### src/rtl/itcm_arbiter.sv
// ITCM arbiter: a UART loader owns the RAM while in BOOT; instruction fetch
// and load/store share it round-robin while in RUN. A one-cycle DRAIN state
// lets the last granted read return its data before control goes back to BOOT.
module itcm_arbiter #(
    parameter int ADDR_W = 12,
    parameter int DATA_W = 32
) (
    input  logic              clk_in,
    input  logic              rst_n,
    input  logic              boot_mode,
    // instruction fetch port (read only)
    input  logic              if_req,
    input  logic [ADDR_W-1:0] if_addr,
    output logic              if_gnt,
    output logic              if_rvalid,
    output logic [DATA_W-1:0] if_rdata,
    // load/store port
    input  logic              ls_req,
    input  logic              ls_we,
    input  logic [ADDR_W-1:0] ls_addr,
    input  logic [DATA_W-1:0] ls_wdata,
    output logic              ls_gnt,
    output logic              ls_rvalid,
    output logic [DATA_W-1:0] ls_rdata,
    // UART loader port (write only)
    input  logic              ld_req,
    input  logic [ADDR_W-1:0] ld_addr,
    input  logic [DATA_W-1:0] ld_wdata,
    output logic              ld_gnt,
    // ITCM macro side
    output logic [ADDR_W-1:0] ram_addr,
    output logic [DATA_W-1:0] ram_data,
    output logic              ram_wren,
    input  logic [DATA_W-1:0] ram_q,
    // status
    output logic [15:0]       ld_count,
    output logic [1:0]        state_o
);

    typedef enum logic [1:0] {
        BOOT  = 2'd0,
        RUN   = 2'd1,
        DRAIN = 2'd2
    } state_t;

    state_t            state;
    // rr = 1 means load/store was granted last, so fetch wins the next contest
    logic              rr;
    logic [15:0]       count;

    // combinational grants, decided in the request cycle
    logic              ld_gnt_c;
    logic              if_gnt_c;
    logic              ls_gnt_c;

    // one-cycle read return tracking (RAM answers one cycle after address)
    logic              if_rvalid_p1;
    logic              ls_rvalid_p1;

    // last address/data driven to the RAM, held while nobody is granted
    logic [ADDR_W-1:0] addr_hold;
    logic [DATA_W-1:0] data_hold;

    // Grant decision: loader only in BOOT, round-robin fetch vs load/store in RUN
    always_comb begin
        ld_gnt_c = 1'b0;
        if_gnt_c = 1'b0;
        ls_gnt_c = 1'b0;
        // grants are forced low while reset is held, even though they are combinational
        if (rst_n) begin
            case (state)
                BOOT: begin
                    ld_gnt_c = ld_req;
                end
                RUN: begin
                    if (if_req && ls_req) begin
                        if_gnt_c = rr;
                        ls_gnt_c = ~rr;
                    end else begin
                        if_gnt_c = if_req;
                        ls_gnt_c = ls_req;
                    end
                end
                default: begin
                    // DRAIN: nothing is granted
                end
            endcase
        end
    end

    assign ld_gnt = ld_gnt_c;
    assign if_gnt = if_gnt_c;
    assign ls_gnt = ls_gnt_c;

    // RAM mux: the granted requester drives the macro, otherwise the last value holds.
    // A fetch has no write data, so it leaves ram_data at its held value.
    always_comb begin
        ram_addr = addr_hold;
        ram_data = data_hold;
        if (ld_gnt_c) begin
            ram_addr = ld_addr;
            ram_data = ld_wdata;
        end else if (if_gnt_c) begin
            ram_addr = if_addr;
        end else if (ls_gnt_c) begin
            ram_addr = ls_addr;
            ram_data = ls_wdata;
        end
    end

    assign ram_wren = ld_gnt_c | (ls_gnt_c & ls_we);

    // Hold registers capture whatever was last presented to the RAM
    always_ff @(posedge clk_in or negedge rst_n) begin
        if (!rst_n) begin
            addr_hold <= '0;
            data_hold <= '0;
        end else if (ld_gnt_c || if_gnt_c || ls_gnt_c) begin
            addr_hold <= ram_addr;
            data_hold <= ram_data;
        end
    end

    // Mode FSM with round-robin pointer and saturating loader counter
    always_ff @(posedge clk_in or negedge rst_n) begin
        if (!rst_n) begin
            state <= BOOT;
            rr    <= 1'b1;
            count <= 16'd0;
        end else begin
            case (state)
                BOOT: begin
                    if (ld_gnt_c && (count != 16'hFFFF)) begin
                        count <= count + 16'd1;
                    end
                    if (!boot_mode) begin
                        state <= RUN;
                    end
                end
                RUN: begin
                    if (if_gnt_c || ls_gnt_c) begin
                        rr <= ls_gnt_c;
                    end
                    if (boot_mode) begin
                        state <= DRAIN;
                    end
                end
                DRAIN: begin
                    // the counter restarts for the next boot load
                    state <= BOOT;
                    count <= 16'd0;
                end
                default: begin
                    state <= BOOT;
                end
            endcase
        end
    end

    assign ld_count = count;
    assign state_o  = state;

    // Read-return tracking: a read grant yields exactly one rvalid next cycle
    always_ff @(posedge clk_in or negedge rst_n) begin
        if (!rst_n) begin
            if_rvalid_p1 <= 1'b0;
            ls_rvalid_p1 <= 1'b0;
        end else begin
            if_rvalid_p1 <= if_gnt_c;
            ls_rvalid_p1 <= ls_gnt_c & ~ls_we;
        end
    end

    assign if_rvalid = if_rvalid_p1;
    assign ls_rvalid = ls_rvalid_p1;
    // read data is steered from the RAM only in the rvalid cycle, zero otherwise
    assign if_rdata  = if_rvalid_p1 ? ram_q : '0;
    assign ls_rdata  = ls_rvalid_p1 ? ram_q : '0;

endmodule
### config.mk
export PLATFORM = sky130hd
export DESIGN_NAME = itcm_arbiter
export DESIGN_NICKNAME = d
export VERILOG_FILES = /design/src/rtl/itcm_arbiter.sv
export SDC_FILE = /design/constraint.sdc
export NUM_CORES = 1
export LEC_CHECK = 0
export BUFFER_PORTS_ARGS = -buffer_cell sky130_fd_sc_hd__buf_2
export CORE_AREA = 2 2 105 107
export CTS_CLUSTER_DIAMETER = 40
export DETAILED_ROUTE_END_ITERATION = 6
export DIE_AREA = 0 0 107 109
export GPL_TIMING_DRIVEN = 0
export HOLD_SLACK_MARGIN = 0.06
export PLACE_DENSITY = 0.8
export SLEW_MARGIN = 5
export SYNTH_ARGS = -nofsm -noshare
export SYNTH_HDL_FRONTEND = slang
export SYNTH_SLANG_ARGS = --single-unit
### constraint.sdc
create_clock -name clk_in -period 2.4 [get_ports clk_in]
set_input_delay 0.12 -clock clk_in [delete_from_list [all_inputs] [get_ports clk_in]]
set_output_delay 0.12 -clock clk_in [all_outputs]
set_load 0.005 [all_outputs]
==> impl_metrics.tcl <==
set metrics [dict create \
    postRouteWirelength_mm 15.0 \
    number_of_global_route_vias_before_repair 4687 \
    cell_count_after_synthesis 472 \
    initial_util 0.366 \
    timing.critical_path.required_ns 2.28 \
    detailedRoute.firstIterationViolations 310 \
    num-nets-final 951 \
    rrSetupSlack_ns 0.13 \
    route.antenna.remaining_nets 0 \
    layout_commonest_cell "buf_2" \
    floorplan.die.height_um 109 \
    dr_total_vias 5031 \
    cts_buffers 9 \
    number_of_different_library_cells_in_the_post_synthesis_netlist 41 \
    drt_drc_violations_left 0 \
    fp-row-count 38 \
    netlist_area_um2 3880 \
    design.core.area_um2 10600 \
    slowest_stage "dfrtp_2" \
    setup.worst_path.start_class "register" \
    post-synth-top-area-cell "dfrtp_1" \
    hold_violations 0 \
    final.period_utilization 0.948 \
    synth.area.top_cells "dfrtp_1, a31oi_1, and2_1" \
    yosys_register_bits 65 \
    cts.sink_count 65 \
    dp.cells 882 \
    area_share_of_the_largest_cell_type_after_synthesis 0.413 \
    timing.critical_path.to_type "primary output" \
    worstPathCellList "and3b_1 -> nand3_1 -> inv_4 -> buf_4 -> a22oi_1 -> a31oi_1 -> buf_2" \
    drv_slew 0 \
    timing.final.setup_violations 0 \
    pin_slew_with_the_least_headroom_to_its_limit_ns 0.622 \
    cts_setup_buffers 0 \
    layout_common_cells "buf_2, nand2_1, a31oi_1, and2_1, dfrtp_1" \
    clkSlewWorstSetupHoldPaths_ns 0.08 \
    cts_buffer_depth 2 \
    placement.io_buffers 270 \
    synth-seq-area-share 0.420 \
    chipWidth_um 107 \
    synth_warnings 0 \
    antenna_cells_inserted 0 \
    synth_net_count 612 \
    timing.clock.skew_ns 0.0133 \
    timing.critical_path.arrival_ns 2.15 \
    drive_gt1_frac 0.386 \
    maxSlewHeadroom 0.585 \
    globalplace.congestion 0.805 \
    peakVddDrop_mv 0.300 \
    min-delay-path-class "in -> reg" \
    setup.worst_path.class "reg -> out" \
    fin_crit_ns 2.27 \
    synthesis.area_per_instance_um2 8.22 \
    grt_pass1_wl_mm 22.5 \
    outcome "completed" \
    p_leak_nw 3.23 \
    timing.max_cap.violations 0 \
    die_area_um2 11700 \
    grt_max_degree 65 \
    cts_tree "done" \
    grt.total_usage 0.245 \
    stdcell_count 956 \
    route.detailed.vias_per_inst 5.26 \
    htree_levels 3 \
    grt_overflow 0 \
    fmax_mhz 440 \
    post-dp-hpwl_mm 10.6 \
    wire_per_inst_um 15.7 \
    number_of_antenna_violations_at_the_first_check_in_global_routing 0 \
    pwr_density_cell_nw_per_um2 557 \
    cp_max_fo 10 \
    timing.setup.tns_ns 0 \
    boundaryPins 271 \
    drt_pre_antenna_iters 5 \
    root_buffer "clkbuf_8" \
    worst_skew_pair.late_latency_ns 0.34 \
    flow.area_growth_from_synthesis_pct 60.0 \
    critPathMaxStageDelay_ns 0.46 \
]
==> power by group <==
part	internal [W]	switching (W)	leakage, nW	total (W)
sequential	0.00131	0.0000914	0.788	0.00141
clock	0.000383	0.000470	0.0827	0.000853
combinational	0.000624	0.000573	2.36	0.00120
==> layout make-up <==
class                           count  area, um2
Buffer                             33        173
Clock buffer                        9        124
Clock inverter                      7       53.8
Fill cell                        1005       4390
Inverter                            3       13.8
Multi-Input combinational cell    371       2090
Sequential cell                    65       1630
Tap cell                          140        175
Timing Repair Buffer              328       1960
==> cell families (layout without fill, tap and decap cells) <==
logic type | count (synthesis) | after routing | synth area share
AO/OA/AOI/OAI | 129 | 129 | 0.213
XOR/XNOR | 1 | 1 | 0.00226
adder cells (fa/ha/maj) | 1 | 1 | 0.00322
buffers and inverters | 36 | 380 | 0.0429
flip-flops | 65 | 65 | 0.420
multiplexers | 2 | 2 | 0.00516
AND/OR/NAND/NOR | 238 | 238 | 0.313
==> critical path: cells and delay by family, from the launching register on <==
family / cells / cell delay (ns)
AND/OR/NAND/NOR: 2 / 0.45
flip-flops: 1 / 0.46
AO/OA/AOI/OAI: 2 / 0.34
buffers and inverters: 3 / 0.55
==> synth_stat cells <==
master and n:
clkbuf_1 21, inv_1 1, a21oi_2 2, o21ai_1 6, or4_1 5, buf_2 7
nor2_4 1, nor2_1 45, o2111ai_2 1, nand4_1 4, nand4bb_2 1, and2_1 64
and4_1 1, o21ai_0 4, xor2_1 1, nand2_1 86, o31ai_1 4, buf_6 3
and3_1 2, buf_1 2, inv_2 2, nand2b_1 2, dfrtp_1 64, nand4b_1 1
o41ai_1 1, o211ai_1 6, ha_1 1, or3_1 8, dfstp_2 1, mux2i_1 2
and3b_1 2, o311ai_1 1, a31oi_1 82, nand4_2 2, a21oi_1 10, nor2b_1 1
nor4_4 1, and4_4 1, a22oi_1 12, nand3_1 10, nand3_2 1
==> sequential cells by signal, indices dropped and copies added (netlist names) <==
| register | cells |
|---|---|
| addr_hold | 12 |
| data_hold | 32 |
| if_rvalid | 1 |
| ld_count | 16 |
| ls_rvalid | 1 |
| rr | 1 |
| state_o | 2 |
==> metal layers <==
layer | GRT usage | vias up | part of all wire
met5 | 0 | - | 0
met2 | 0.417 | 238 | 0.48
met1 | 0.304 | 2370 | 0.42
met3 | 0.0550 | 36 | 0.072
met4 | 0.0965 | 0 | 0.030
li1 | - | 2387 | -
==> through the flow <==
stage                     utilization  setup WS, ns  hold slack [ns]  power [W]  cell area (um2)
final                           0.586         0.126           0.0798    0.00346             6210
after global routing            0.586       -0.0163           0.0751    0.00367             6210
after CTS                       0.584        0.0135           0.0601    0.00346             6190
after detailed placement        0.510        -0.114            0.278    0.00244             5410
after global placement          0.510        -0.647            0.278    0.00241             5410
after floorplan                     -         0.760           -0.176    0.00193             3880
==> repair_timing <==
action,4_1_cts,5_1_grt
pin swaps,0,0
hold buffers,58,0
endpoints found under the setup margin,28,52
resized for setup,4,12
endpoints found under the hold margin,101,0
==> worst paths after layout <==
path | cells past startpoint | startpoint | to
max | 7 | state_o[1] | ram_addr[8]
min | 3 | ld_wdata[22] | data_hold[22]
max reg2reg | 7 | state_o[1] | data_hold[16]
min reg2reg | 2 | rr | rr
max in group asynchronous | 3 | rst_n | addr_hold[11]
min in group asynchronous | 2 | rst_n | rr
No activity file was read; power rests on OpenSTA's default activity.
